===== config.mk =====
export PLATFORM = sky130hd
export DESIGN_NAME = codon_sequencer
export DESIGN_NICKNAME = d
export VERILOG_FILES = /design/src/rtl/codon_pkg.sv /design/src/rtl/codon_select_mux.sv /design/src/rtl/codon_sequencer.sv
export SDC_FILE = /design/constraint.sdc
export NUM_CORES = 1
export LEC_CHECK = 0
export CORE_AREA = 4 4 67 63
export DETAILED_ROUTE_END_ITERATION = 7
export DIE_AREA = 0 0 71 67
export GPL_TIMING_DRIVEN = 0
export PLACE_DENSITY_LB_ADDON = 0.05
export SLEW_MARGIN = 40
export SYNTH_ARGS = -nofsm -noshare
export SYNTH_HDL_FRONTEND = slang
export SYNTH_HIERARCHICAL = 1
export SYNTH_SLANG_ARGS = --single-unit
export TNS_END_PERCENT = 1

===== constraint.sdc =====
create_clock -name clock -period 2.22 [get_ports clock]
set_input_delay 0.222 -clock clock [delete_from_list [all_inputs] [get_ports clock]]
set_output_delay 0.222 -clock clock [all_outputs]
set_load 0.05 [all_outputs]

===== src/rtl/codon_pkg.sv =====
// Shared definitions for the codon reader and its read-out sequencer.
// The package holds the sequencer state type, the array geometry, and
// the nibble value that marks an empty codon slot.
package codon_pkg;

  localparam int NUM_CODONS = 5;
  localparam int MAX_LEN    = 6;

  localparam logic [3:0] EMPTY_NIBBLE = 4'hF;
  localparam logic [2:0] LAST_INDEX   = 3'(MAX_LEN - 1);
  // codon_id reaches this value once every slot has been considered
  localparam logic [2:0] ID_END       = 3'(NUM_CODONS);

  typedef enum logic [2:0] {
    ST_IDLE        = 3'd0,
    ST_WAIT_READER = 3'd1,
    ST_SELECT      = 3'd2,
    ST_STREAM      = 3'd3,
    ST_DONE        = 3'd4
  } seq_state_e;

endpackage


===== src/rtl/codon_select_mux.sv =====
// Combinational selection of one codon's current nibble and its
// end-of-codon flag by codon number.
// Ports:
//   codon_id       in   0-based codon number
//   codon1..codon5 in   reader nibbles at the current index
//   end_of_codon   in   per-codon "next nibble is empty" flags
//   nibble         out  nibble of the selected codon
//   end_flag       out  end-of-codon flag of the selected codon
// An out-of-range codon_id selects an empty slot that reads as ended.
module codon_select_mux
  import codon_pkg::*;
(
  input  logic [2:0]            codon_id,
  input  logic [3:0]            codon1,
  input  logic [3:0]            codon2,
  input  logic [3:0]            codon3,
  input  logic [3:0]            codon4,
  input  logic [3:0]            codon5,
  input  logic [NUM_CODONS-1:0] end_of_codon,
  output logic [3:0]            nibble,
  output logic                  end_flag
);

  always_comb begin
    nibble   = EMPTY_NIBBLE;
    end_flag = 1'b1;
    case (codon_id)
      3'd0: begin nibble = codon1; end_flag = end_of_codon[0]; end
      3'd1: begin nibble = codon2; end_flag = end_of_codon[1]; end
      3'd2: begin nibble = codon3; end_flag = end_of_codon[2]; end
      3'd3: begin nibble = codon4; end_flag = end_of_codon[3]; end
      3'd4: begin nibble = codon5; end_flag = end_of_codon[4]; end
      default: ;
    endcase
  end

endmodule


===== src/rtl/codon_sequencer.sv =====
// Read-out sequencer for the codon reader. After the reader reports its
// load is complete, each enabled, non-empty codon is streamed nibble by
// nibble over a valid/ready handshake, then done is raised.
//
// state        | meaning
// -------------+-----------------------------------------------------
// ST_IDLE      | after reset, waiting for start
// ST_WAIT_READER | run accepted, waiting for done_reader
// ST_SELECT    | scanning codon_id for the next enabled, non-empty codon
// ST_STREAM    | presenting nibbles of codon_id to the consumer
// ST_DONE      | run complete, codons_played held until next start
//
// Ports:
//   clock, reset_n            clock and async active-low reset
//   start, codon_mask         run request and per-codon enable mask
//   done_reader               reader load-complete flag
//   codon1..codon5            reader nibbles at codon_index
//   end_of_codon              reader "next nibble is empty" flags
//   codon_index               nibble index driven to the reader
//   nibble_out, nibble_valid,
//   nibble_ready, last_nibble streaming handshake to the consumer
//   codon_id                  codon currently selected
//   busy, done                run status
//   codons_played             codons fully streamed this run
module codon_sequencer
  import codon_pkg::*;
(
  input  logic                  clock,
  input  logic                  reset_n,
  input  logic                  start,
  input  logic [NUM_CODONS-1:0] codon_mask,
  input  logic                  done_reader,
  input  logic [3:0]            codon1,
  input  logic [3:0]            codon2,
  input  logic [3:0]            codon3,
  input  logic [3:0]            codon4,
  input  logic [3:0]            codon5,
  input  logic [NUM_CODONS-1:0] end_of_codon,
  output logic [2:0]            codon_index,
  output logic [3:0]            nibble_out,
  output logic                  nibble_valid,
  input  logic                  nibble_ready,
  output logic [2:0]            codon_id,
  output logic                  last_nibble,
  output logic                  busy,
  output logic                  done,
  output logic [2:0]            codons_played
);

  seq_state_e            state_q, state_d;
  logic [2:0]            codon_index_q, codon_index_d;
  logic [2:0]            codon_id_q, codon_id_d;
  logic [2:0]            codons_played_q, codons_played_d;
  logic [NUM_CODONS-1:0] mask_q, mask_d;

  logic [3:0] sel_nibble;
  logic       sel_end;
  logic       sel_enabled;
  logic       at_last;

  codon_select_mux u_mux (
    .codon_id     (codon_id_q),
    .codon1       (codon1),
    .codon2       (codon2),
    .codon3       (codon3),
    .codon4       (codon4),
    .codon5       (codon5),
    .end_of_codon (end_of_codon),
    .nibble       (sel_nibble),
    .end_flag     (sel_end)
  );

  assign sel_enabled = (codon_id_q < ID_END) && mask_q[codon_id_q];
  // The final index slot ends a codon even without a trailing empty nibble.
  assign at_last     = sel_end || (codon_index_q == LAST_INDEX);

  always_comb begin
    state_d         = state_q;
    codon_index_d   = codon_index_q;
    codon_id_d      = codon_id_q;
    codons_played_d = codons_played_q;
    mask_d          = mask_q;
    case (state_q)
      ST_IDLE, ST_DONE: begin
        if (start) begin
          mask_d          = codon_mask;
          codon_id_d      = 3'd0;
          codon_index_d   = 3'd0;
          codons_played_d = 3'd0;
          state_d         = ST_WAIT_READER;
        end
      end
      ST_WAIT_READER: begin
        codon_index_d = 3'd0;
        if (done_reader) state_d = ST_SELECT;
      end
      ST_SELECT: begin
        // codon_index is 0 here, so sel_nibble is the codon's first nibble
        if (codon_id_q == ID_END) begin
          codon_index_d = 3'd0;
          state_d       = ST_DONE;
        end else if (sel_enabled && (sel_nibble != EMPTY_NIBBLE)) begin
          state_d = ST_STREAM;
        end else begin
          codon_id_d = codon_id_q + 3'd1;
        end
      end
      ST_STREAM: begin
        if (nibble_ready) begin
          if (at_last) begin
            codon_index_d   = 3'd0;
            codon_id_d      = codon_id_q + 3'd1;
            codons_played_d = codons_played_q + 3'd1;
            state_d         = ST_SELECT;
          end else begin
            codon_index_d = codon_index_q + 3'd1;
          end
        end
      end
      default: state_d = ST_IDLE;
    endcase
  end

  always_ff @(posedge clock or negedge reset_n) begin
    if (!reset_n) begin
      state_q         <= ST_IDLE;
      codon_index_q   <= 3'd0;
      codon_id_q      <= 3'd0;
      codons_played_q <= 3'd0;
      mask_q          <= '0;
    end else begin
      state_q         <= state_d;
      codon_index_q   <= codon_index_d;
      codon_id_q      <= codon_id_d;
      codons_played_q <= codons_played_d;
      mask_q          <= mask_d;
    end
  end

  assign nibble_valid  = (state_q == ST_STREAM);
  assign nibble_out    = nibble_valid ? sel_nibble : 4'h0;
  assign last_nibble   = nibble_valid && at_last;
  assign busy          = (state_q != ST_IDLE) && (state_q != ST_DONE);
  assign done          = (state_q == ST_DONE);
  assign codon_index   = codon_index_q;
  assign codon_id      = codon_id_q;
  assign codons_played = codons_played_q;

endmodule


==> flow_summary.toml, run 1 <==
[routing]
drc_violation_count_after_routing = 0
drt_iter0_markers = 49
vias_per_cell = 5.425
detail_route.first_pass.iterations = 4
drt_wl_total_mm = 3.797
vias = 1378
ant_nets = 0
route.detailed.wl_per_inst_um = 14.95

[floorplanning]
die-area_mm2 = 0.004757
die_width_um = 71
top_level_ports = 52
design.core.area_mm2 = 0.003573
starting_utilization_of_the_core_area_pct = 36.90
dieHeight_um = 67
row_count = 21

[power_and_ir_drop]
ratio_of_total_power_to_cell_area_mw_per_mm2 = 1476
total_switching_power_uw = 1509
p_sw_share_pct = 51.51
combPwrFrac_pct = 72.5
leakagePower_uw = 0.0008344
max-vdd-ir-drop_v = 0.0005781
clockPowerShare_pct = 7.9
sequentialPowerShare_pct = 19.5
cell_int_power_uw = 1421

[synth]
postSynthCellCount = 148
syn-mean-instance-area_um2 = 8.911
synth_sequential_area_ratio_pct = 32.26
synth.ff_latch_count = 17
netlist_area_mm2 = 0.001319
yosys.cell_types.count = 44
ys_dominant_reg_cell = "sky130_fd_sc_hd__dfrtp_1"
postSynthNetCount = 188
synth_async_sr_flop_share_pct = 100.0
synth_enable_flop_cells = 0
synth_warnings = 6

[timing]
worst_pin_slew_ns = 0.5081
post-route-period-util_pct = 101.4
rsz_0062_raised_after_global_routing = "true"
finClkSkew_ns = 0.007314
setup_viol = 4
hold_ws_ns = 0.4394
final-hold-violation-count = 0
slew_violations = 0
fin_ws_ns = -0.03103
max_freq_mhz = 444.2
max-slew-margin-rel_pct = 66.07
finalCriticalPeriod_ns = 2.251

[outcome]
run_status = "finished with violations"
failed_checks = "negative setup slack"

[cells_and_area]
antenna_cells = 0
flow.area_growth_from_synthesis_pct = 50.47
finalNonFillerCells = 254
numnets_final = 249
drive_gt1_share_pct = 20.19

[grt]
maximum_number_of_pins_on_one_net_before_global_route_repair = 18
globalRouteOverflowTotal = 0
grt_antenna_before_repair = 0
grt_pass1_wl_mm = 6.134
grt_pass1_vias = 1345
grt_util_all_layers_pct = 16.03

[placement]
pre_cts_slack_ns = -0.2989
place.port_buffers = 51
placed_cells_incl_taps = 245
place.detailed.hpwl_mm = 2.842
gp_congestion = 0.8578

[clocking]
clock_tree.root_cell = "sky130_fd_sc_hd__clkbuf_8"
clock-sinks = 17
clock_tree_from_tritoncts = "yes"
tritoncts.num_buffers = 3
cts.path.max_buffers = 2
clock_latency_ns = 0.25
clk_pin_slew_ns = 0.07
ctsHtreeMaxLevel = 1

[critical_path]
crit-reg2reg-capture = "codon_id[0]"
critical_path.startpoint_type = "register"
r2r_start = "codon_id[0]"
critPathKind = "reg -> out"
critical_path.max_stage_delay_ns = 0.49
ff2ff_setup_slack_ns = -0.02
timing.critical_path.slowest_stage_cell = "sky130_fd_sc_hd__dfrtp_4"
rr_worst_depth = 10
worstSetupEndpointType = "output port"
critical_path.cell_chain = "buf_6, mux2_4, o22ai_1, o21ai_1, a21oi_2, nor2_1, dlygate4sd2_1"
timing.critical_path.arrival_ns = 2.03
path_max_fanout = 8
crit_required_ns = 2.00

[worst_hold_path]
worstHoldPathType = "in -> async"

[job]
max_cap_violations = 0
[worst max-delay path by stage]
stage / from / end / slack (ns)
2_1_floorplan: codon_id[0] / codon_id[0] / 0.04
3_5_place_dp: codon_id[0] / last_nibble / -0.30
6_report: codon_id[0] / last_nibble / -0.03
3_3_place_gp: codon_id[0] / last_nibble / -0.28
4_1_cts: codon_id[0] / nibble_out[3] / -0.12
5_1_grt: codon_id[0] / state_q[0] / -0.19
[worst max-delay path, delay by kind of cell (launching register included)]
kind / cells / cell delay, ns
AO/OA/AOI/OAI: 3 / 0.37
AND/OR/NAND/NOR: 1 / 0.04
flip-flops: 1 / 0.49
buffers and inverters: 2 / 0.57
multiplexers: 1 / 0.30
[cells in the mapped netlist (all sizes together), types with 3 or more instances]
master  number  area [um^2]
o21a         3        22.52
nand2       14        52.55
buf          7        52.54
and2         8        51.30
nand3        3        15.01
o21ai       18        93.84
ha           5        62.56
a21oi        5        25.02
inv          5        18.76
a22oi        7        52.55
mux2i        3        30.03
dfrtp       17        425.4
nor3         3        20.02
mux2         8        101.3
o22ai        3        18.77
nand2b       3        18.77
nor2        11        41.29
[metrics by stage]
stage               total power (uW)  cell area [um^2]  util, %  TNS (ns)
finish                          2929              1984    55.53  -0.07839
global route                    3168              1984    55.53   -0.7196
CTS                             2885              1963    54.94   -0.6384
detailed placement              2631              1904    53.29    -1.102
global placement                2590              1904    53.29   -0.9261
floorplan                       2062              1336        -         0
[cell usage in the layout (no fill, tap or decap), types with 2 or more instances in the layout]
cell                              netlist  layout
sky130_fd_sc_hd__dlygate4sd2_1          0       2
sky130_fd_sc_hd__nand4_1                2       2
sky130_fd_sc_hd__o2111ai_1              2       2
sky130_fd_sc_hd__and2_1                 7       7
sky130_fd_sc_hd__nor2_1                11      10
sky130_fd_sc_hd__nor3b_1                2       2
sky130_fd_sc_hd__o21a_1                 3       3
sky130_fd_sc_hd__mux2i_1                3       3
sky130_fd_sc_hd__buf_4                  2       7
sky130_fd_sc_hd__inv_1                  4       4
sky130_fd_sc_hd__mux2_4                 3       3
sky130_fd_sc_hd__clkbuf_8               0       3
sky130_fd_sc_hd__dfrtp_1               17      15
sky130_fd_sc_hd__clkdlybuf4s50_1        0      42
sky130_fd_sc_hd__nand2b_1               3       3
sky130_fd_sc_hd__nor3_1                 2       2
sky130_fd_sc_hd__buf_2                  3       4
sky130_fd_sc_hd__ha_1                   5       5
sky130_fd_sc_hd__clkbuf_2               0       4
sky130_fd_sc_hd__a22oi_1                7       7
sky130_fd_sc_hd__buf_6                  2       2
sky130_fd_sc_hd__nand2_1               14      14
sky130_fd_sc_hd__o21ai_1                3       4
sky130_fd_sc_hd__o22ai_1                3       3
sky130_fd_sc_hd__clkbuf_1               2       3
sky130_fd_sc_hd__a21oi_1                5       4
sky130_fd_sc_hd__mux2_2                 5       5
sky130_fd_sc_hd__a21o_1                 2       2
sky130_fd_sc_hd__o21ai_0               14      13
sky130_fd_sc_hd__nand3_1                3       3
[metal layers]
metal,up-vias,track usage (%),share of wire (%),wire length [um]
li1,667,-,-,-
met1,649,20.31,45,1697
met2,56,27.08,47,1797
met3,6,3.318,6.7,255
met4,0,5.399,1.3,48
met5,-,0,0,0
[layout make-up]
cell class / count / area [um^2]
inverters: 5 / 18.77
fillers: 336 / 1589
repair buffers: 56 / 520.5
well taps: 46 / 57.56
clock buffers: 4 / 45.04
flip-flops and latches: 17 / 430.4
multi-input cells: 117 / 849.6
plain buffers: 9 / 62.56
[power by group through the flow]
stage                     Combinational [uW]  Clock [uW]  Sequential, uW
after floorplan                         1300           0             764
after global placement                  2010           0             582
after detailed placement                2040           0             592
after CTS                               2060         240             590
after global routing                    2310         259             595
final                                   2120         232             573
[flip-flops by register name, summed over array words and instances, names as in the netlist]
register,count
state_q,3
codon_id,3
mask_q,5
codons_played,3
codon_index,3
[repair_timing]
item / in CTS / in global routing
resized for setup: 12 / 12
buffers inserted: 1 / 3
hold buffers: 0 / 1
pin swaps: 2 / 2
hold endpoints to repair: 0 / 17
endpoints found under the setup margin: 11 / 11
[cell families (layout without fill, tap and decap cells)]
group | after synthesis | in the layout | share of synthesized area [%]
buf+inv | 14 | 74 | 5.976
compound gates | 50 | 50 | 25.52
mux | 12 | 12 | 11.67
fa+ha+maj | 5 | 5 | 4.744
flops | 17 | 17 | 32.26
simple gates | 50 | 50 | 19.83
Power figures use the tool's default switching activity.
==> run 2, diff against run 1 <==
--- a/config.mk
+++ b/config.mk
@@ -10,6 +10,7 @@
 export DIE_AREA = 0 0 71 67
 export GPL_TIMING_DRIVEN = 0
 export PLACE_DENSITY_LB_ADDON = 0.05
+export REMOVE_ABC_BUFFERS = 1
 export SLEW_MARGIN = 40
 export SYNTH_ARGS = -nofsm -noshare
 export SYNTH_HDL_FRONTEND = slang
==> run 2 against run 1 <==
Effect of this change: the run still ends with negative setup slack left; core utilization fell by 2.1 points; register-to-register slack got worse by 0.02 ns; worst setup slack got worse by 0.011 ns; worst hold slack got worse by 0.019 ns; clock skew fell by 0.0049 ns; first-iteration DRC count did not move; clock-buffer cell count did not move; total power fell by 3.4%; maximum frequency fell by 0.47%; largest power group unchanged.
==> flow_summary.toml, run 2 (same netlist as run 1, synthesis figures left out) <==
[outcome]
run_status = "finished with violations"
failed_checks = "negative setup slack"

[timing]
fin_ws_ns = -0.04160
worst_pin_slew_ns = 0.4936
setup_viol = 3
slew_violations = 0
max-slew-margin-rel_pct = 66.99
max_freq_mhz = 442.2
final-hold-violation-count = 0
post-route-period-util_pct = 101.9
finalCriticalPeriod_ns = 2.262
rsz_0062_raised_after_global_routing = "true"
finClkSkew_ns = 0.002413
hold_ws_ns = 0.4200

[clocking]
cts.path.max_buffers = 2
clock_tree.root_cell = "sky130_fd_sc_hd__clkbuf_8"
clock-sinks = 17
tritoncts.num_buffers = 3
clock_latency_ns = 0.26
ctsHtreeMaxLevel = 1
clock_tree_from_tritoncts = "yes"
clk_pin_slew_ns = 0.06

[cells_and_area]
layout.core_utilization_pct = 53.40
drive_gt1_share_pct = 19.19
mostFrequentLayoutCells = "sky130_fd_sc_hd__clkdlybuf4s50_1, sky130_fd_sc_hd__nand2_1, sky130_fd_sc_hd__dfrtp_1"
layout_commonest_cell = "sky130_fd_sc_hd__clkdlybuf4s50_1"
layout.filler_cells = 350
layout.area.seq_um2 = 432.9
largest_register = "mask_q"
antenna_cells = 0
numnets_final = 239
area_taken_by_multi_input_logic_gates_um2 = 842.1
flow.area_growth_from_synthesis_pct = 44.69
largest_reg_flops = 5

[critical_path]
path_max_fanout = 25
rr_worst_depth = 9
timing.critical_path.arrival_ns = 2.40
critical-path-top-cell-by-count = "sky130_fd_sc_hd__o21ai_1"
worstSetupPathDepth = 9
cp.buffers_inverters = 1
critical_path.cell_chain = "mux2_4, o22ai_1, o21ai_1, nand4_1, buf_4, a31oi_4, o21ai_1, nor4_1, a311o_1"
timing.critical_path.slowest_stage_cell = "sky130_fd_sc_hd__dfrtp_4"
critical_path.max_stage_delay_ns = 0.61
critPathKind = "reg -> reg"
critical_path.startpoint_type = "register"
crit_required_ns = 2.36
cp_top_family = "compound AO/OA/AOI/OAI gates"
worstSetupEndpointType = "register"

[routing]
drc_violation_count_after_routing = 0
vias = 1314
vias_per_cell = 5.385
route.detailed.wl_per_inst_um = 14.82
detail_route.first_pass.iterations = 5
drt_iter0_markers = 49
drt_wl_total_mm = 3.617
ant_nets = 0

[placement]
place.port_buffers = 51
place.detailed.hpwl_mm = 2.634
gp_congestion = 0.8298

[grt]
grt_pass1_wl_mm = 5.699
globalRouteOverflowTotal = 0
grt_util_all_layers_pct = 14.84
maximum_number_of_pins_on_one_net_before_global_route_repair = 26
grt_pass1_vias = 1241
grt_antenna_before_repair = 0

[floorplanning]
starting_utilization_of_the_core_area_pct = 36.90
top_level_ports = 52
die-area_mm2 = 0.004757
dieHeight_um = 67
design.core.area_mm2 = 0.003573
row_count = 21
die_width_um = 71

[power_and_ir_drop]
finalPower_uw = 2831
cell_int_power_uw = 1341
leakagePower_uw = 0.0007748
max-vdd-ir-drop_v = 0.0008084
clockPowerShare_pct = 8.3
combPwrFrac_pct = 65.4
ratio_of_total_power_to_cell_area_mw_per_mm2 = 1484
p_sw_share_pct = 52.63
sequentialPowerShare_pct = 26.3
total_switching_power_uw = 1490

[worst_hold_path]
worstHoldPathType = "in -> async"

[job]
max_cap_violations = 0
## run 2: metal layers
layer  GRT usage [%]  share of wire, %
met3           4.525               8.6
met4           2.582              0.44
met2           24.54                47
met1           19.32                44
met5               0                 0
## run 2: worst paths after layout
kind / startpoint / end / slack [ns]
worst min register to register: mask_q[0] / mask_q[0] / 0.51
max in group asynchronous: reset_n / codon_id[0] / 1.48
worst min-delay path: reset_n / codons_played[2] / 0.42
worst max-delay path: codon_id[0] / codon_id[0] / -0.04
worst max register to register: codon_id[0] / codon_id[0] / -0.04
min in group clock: mask_q[0] / mask_q[0] / 0.51
## run 2: timing repair
action,CTS,global route
endpoints found under the setup margin,20,13
resized for setup,25,15
hold buffers,0,1
pin swaps,1,1
endpoints found under the hold margin,0,17
buffers inserted,2,1
gates cloned,0,0
## run 2: stage by stage
| stage | cell area [um^2] | cells | setup slack [ns] | setup TNS, ns |
|---|---|---|---|---|
| 3_5_place_dp | 1827 | 236 | -0.7981 | -7.046 |
| 6_report | 1908 | 244 | -0.04160 | -0.05626 |
| 2_1_floorplan | 1259 | 139 | -0.4947 | -2.992 |
| 4_1_cts | 1913 | 242 | -0.09340 | -0.2235 |
| 5_1_grt | 1908 | 244 | -0.2060 | -0.7848 |
| 3_3_place_gp | 1827 | 236 | -0.7600 | -6.185 |
## run 2: power by group through the flow
stage / combinational, uW / clock [uW] / sequential [uW]
2_1_floorplan: 1090 / 0 / 858
3_3_place_gp: 1750 / 0 / 712
3_5_place_dp: 1790 / 0 / 729
4_1_cts: 1850 / 237 / 736
5_1_grt: 2010 / 257 / 783
6_report: 1850 / 235 / 744
## run 2: final cells by class
cell class / instances / share of cell area, %
Multi-Input combinational cell: 117 / 44.13
Timing Repair Buffer: 55 / 26.82
Sequential cell: 17 / 22.69
Inverter: 5 / 0.9836
Tap cell: 46 / 3.016
Clock buffer: 4 / 2.361
==> run 3, diff against run 2 <==
--- a/config.mk
+++ b/config.mk
@@ -11,6 +11,7 @@
 export GPL_TIMING_DRIVEN = 0
 export PLACE_DENSITY_LB_ADDON = 0.05
 export REMOVE_ABC_BUFFERS = 1
+export SKIP_CTS_REPAIR_TIMING = 1
 export SLEW_MARGIN = 40
 export SYNTH_ARGS = -nofsm -noshare
 export SYNTH_HDL_FRONTEND = slang
==> run 3 against run 2 <==
Effect of this change: the flow still finishes with violations (negative setup slack); via count shrank 1.8%; sequential share of layout area is essentially flat; final area grew 0.39%; wire length shrank 0.86%; core utilization grew 0.21 points; sequential power shrank 3.0%; maximum frequency grew 0.17%; worst setup slack gained 0.0039 ns; critical path type unchanged.
==> flow_summary.toml, run 3 (same netlist as run 1, synthesis figures left out) <==
[floorplanning]
die-area_mm2 = 0.004757
starting_utilization_of_the_core_area_pct = 36.90
row_count = 21
die_width_um = 71
design.core.area_mm2 = 0.003573
top_level_ports = 52
dieHeight_um = 67

[cells_and_area]
largest_register = "mask_q"
largest_reg_flops = 5
numnets_final = 237
mostFrequentLayoutCells = "sky130_fd_sc_hd__clkdlybuf4s50_1, sky130_fd_sc_hd__nand2_1, sky130_fd_sc_hd__o21ai_0"
layout.area.seq_um2 = 434.2
area_taken_by_multi_input_logic_gates_um2 = 857.1
drive_gt1_share_pct = 18.37
finalNonFillerCells = 242
layout.filler_cells = 340
layout_commonest_cell = "sky130_fd_sc_hd__clkdlybuf4s50_1"
antenna_cells = 0
flow.area_growth_from_synthesis_pct = 45.26
stdcell_area_mm2 = 0.001916

[placement]
gp_congestion = 0.8298
placed_cells_incl_taps = 236
total_placed_instance_area_mm2 = 0.001827
place.detailed.hpwl_mm = 2.634
place.port_buffers = 51

[routing]
drt_wl_total_mm = 3.586
vias = 1291
drt_iter0_markers = 59
drc_violation_count_after_routing = 0
detail_route.first_pass.iterations = 4
vias_per_cell = 5.335
route.detailed.wl_per_inst_um = 14.82
ant_nets = 0

[critical_path]
critical_path.max_stage_delay_ns = 0.57
critical_path.startpoint_type = "register"
rr_worst_depth = 7
critPathKind = "reg -> reg"
ff2ff_setup_slack_ns = -0.04
crit_required_ns = 2.36
timing.critical_path.arrival_ns = 2.40
path_max_fanout = 14
timing.critical_path.slowest_stage_cell = "sky130_fd_sc_hd__dfrtp_4"
r2r_start = "codon_id[0]"
worstSetupEndpointType = "register"
critical_path.cell_chain = "and2b_1, a22oi_1, o2111ai_1, nand4_1, a31oi_4, o21ai_2, a221o_1"
crit-reg2reg-capture = "state_q[0]"

[timing]
setup_tns_after_final_layout_ns = -0.07359
max-slew-margin-rel_pct = 65.79
fin_ws_ns = -0.03770
finClkSkew_ns = 0.003281
slew_violations = 0
setup_viol = 3
max_freq_mhz = 442.9
final-hold-violation-count = 0
post-route-period-util_pct = 101.7
rsz_0062_raised_after_global_routing = "true"
worst_pin_slew_ns = 0.5123
finalCriticalPeriod_ns = 2.258

[grt]
grt_pass1_vias = 1245
globalRouteOverflowTotal = 0
maximum_number_of_pins_on_one_net_before_global_route_repair = 26
grt_antenna_before_repair = 0
grt_util_all_layers_pct = 14.46
grt_pass1_wl_mm = 5.595

[clocking]
clock-sinks = 17
clk_pin_slew_ns = 0.07
clock_tree.root_cell = "sky130_fd_sc_hd__clkbuf_8"
clock_latency_ns = 0.26
tritoncts.num_buffers = 3
cts.path.max_buffers = 2
ctsHtreeMaxLevel = 1
clock_tree_from_tritoncts = "yes"

[outcome]
run_status = "finished with violations"
failed_checks = "negative setup slack"

[power_and_ir_drop]
sequentialPowerShare_pct = 25.6
max-vdd-ir-drop_v = 0.0008125
p_sw_share_pct = 52.77
clockPowerShare_pct = 8.4
leakagePower_uw = 0.0008015
combPwrFrac_pct = 66.0
total_switching_power_uw = 1488
ratio_of_total_power_to_cell_area_mw_per_mm2 = 1472
cell_int_power_uw = 1332

[job]
max_cap_violations = 0

[worst_hold_path]
worstHoldPathType = "in -> async"
[run 3: cell count changes in the layout (fill, tap and decap cells not counted), sizes merged]
cell           delta
buf               -4
clkbuf            +2
dlygate4sd2       -2
dlymetal6s2s      +2
clkdlybuf4s15     -1
clkdlybuf4s50     +1
[run 3: per-layer routing]
layer	wire, um	track usage (%)	share of wire [%]
met1	1652	18.32	46
met2	1648	24.31	46
met3	269	4.525	7.5
met4	16	2.817	0.45
met5	0	0	0
[run 3: power by group through the flow]
stage | clock network, uW | logic [uW] | registers [uW]
after floorplan | 0 | 1090 | 858
after global placement | 0 | 1750 | 712
after detailed placement | 0 | 1790 | 729
after CTS | 237 | 1790 | 719
after global routing | 257 | 2020 | 758
final | 236 | 1860 | 722
[run 3: metrics by stage]
step / utilization (%) / hold WS, ns / setup slack (ns) / total power (uW)
3_3_place_gp: 51.12 / 0.4872 / -0.7600 / 2464
2_1_floorplan: - / -0.07359 / -0.4947 / 1951
5_1_grt: 53.61 / 0.4793 / -0.1720 / 3035
6_report: 53.61 / 0.4242 / -0.03770 / 2820
3_5_place_dp: 51.12 / 0.4964 / -0.7981 / 2514
4_1_cts: 52.38 / 0.4557 / -1.072 / 2747
[run 3: final cells by class]
type / count / share of cell area, %
repair buffers: 53 / 26.26
well taps: 46 / 3.005
multi-input cells: 117 / 44.74
clock buffers: 4 / 2.351
inverters: 5 / 0.9798
flip-flops and latches: 17 / 22.66
[run 3: worst max path at each step]
stage | startpoint | to | depth (start not counted) | slack [ns]
after floorplan | codon_id[0] | codon_id[0] | 8 | -0.49
after CTS | codon_id[0] | last_nibble | 6 | -1.07
after global routing | codon_id[2] | codon_id[0] | 7 | -0.17
after detailed placement | codon_id[0] | last_nibble | 6 | -0.80
after global placement | codon_id[0] | last_nibble | 6 | -0.76
final | codon_id[0] | state_q[0] | 7 | -0.04
[run 3: critical path: cells and delay by family (launching register included)]
family	cells	cell delay [ns]
compound gates	5	1.05
simple gates	2	0.53
flops	1	0.57
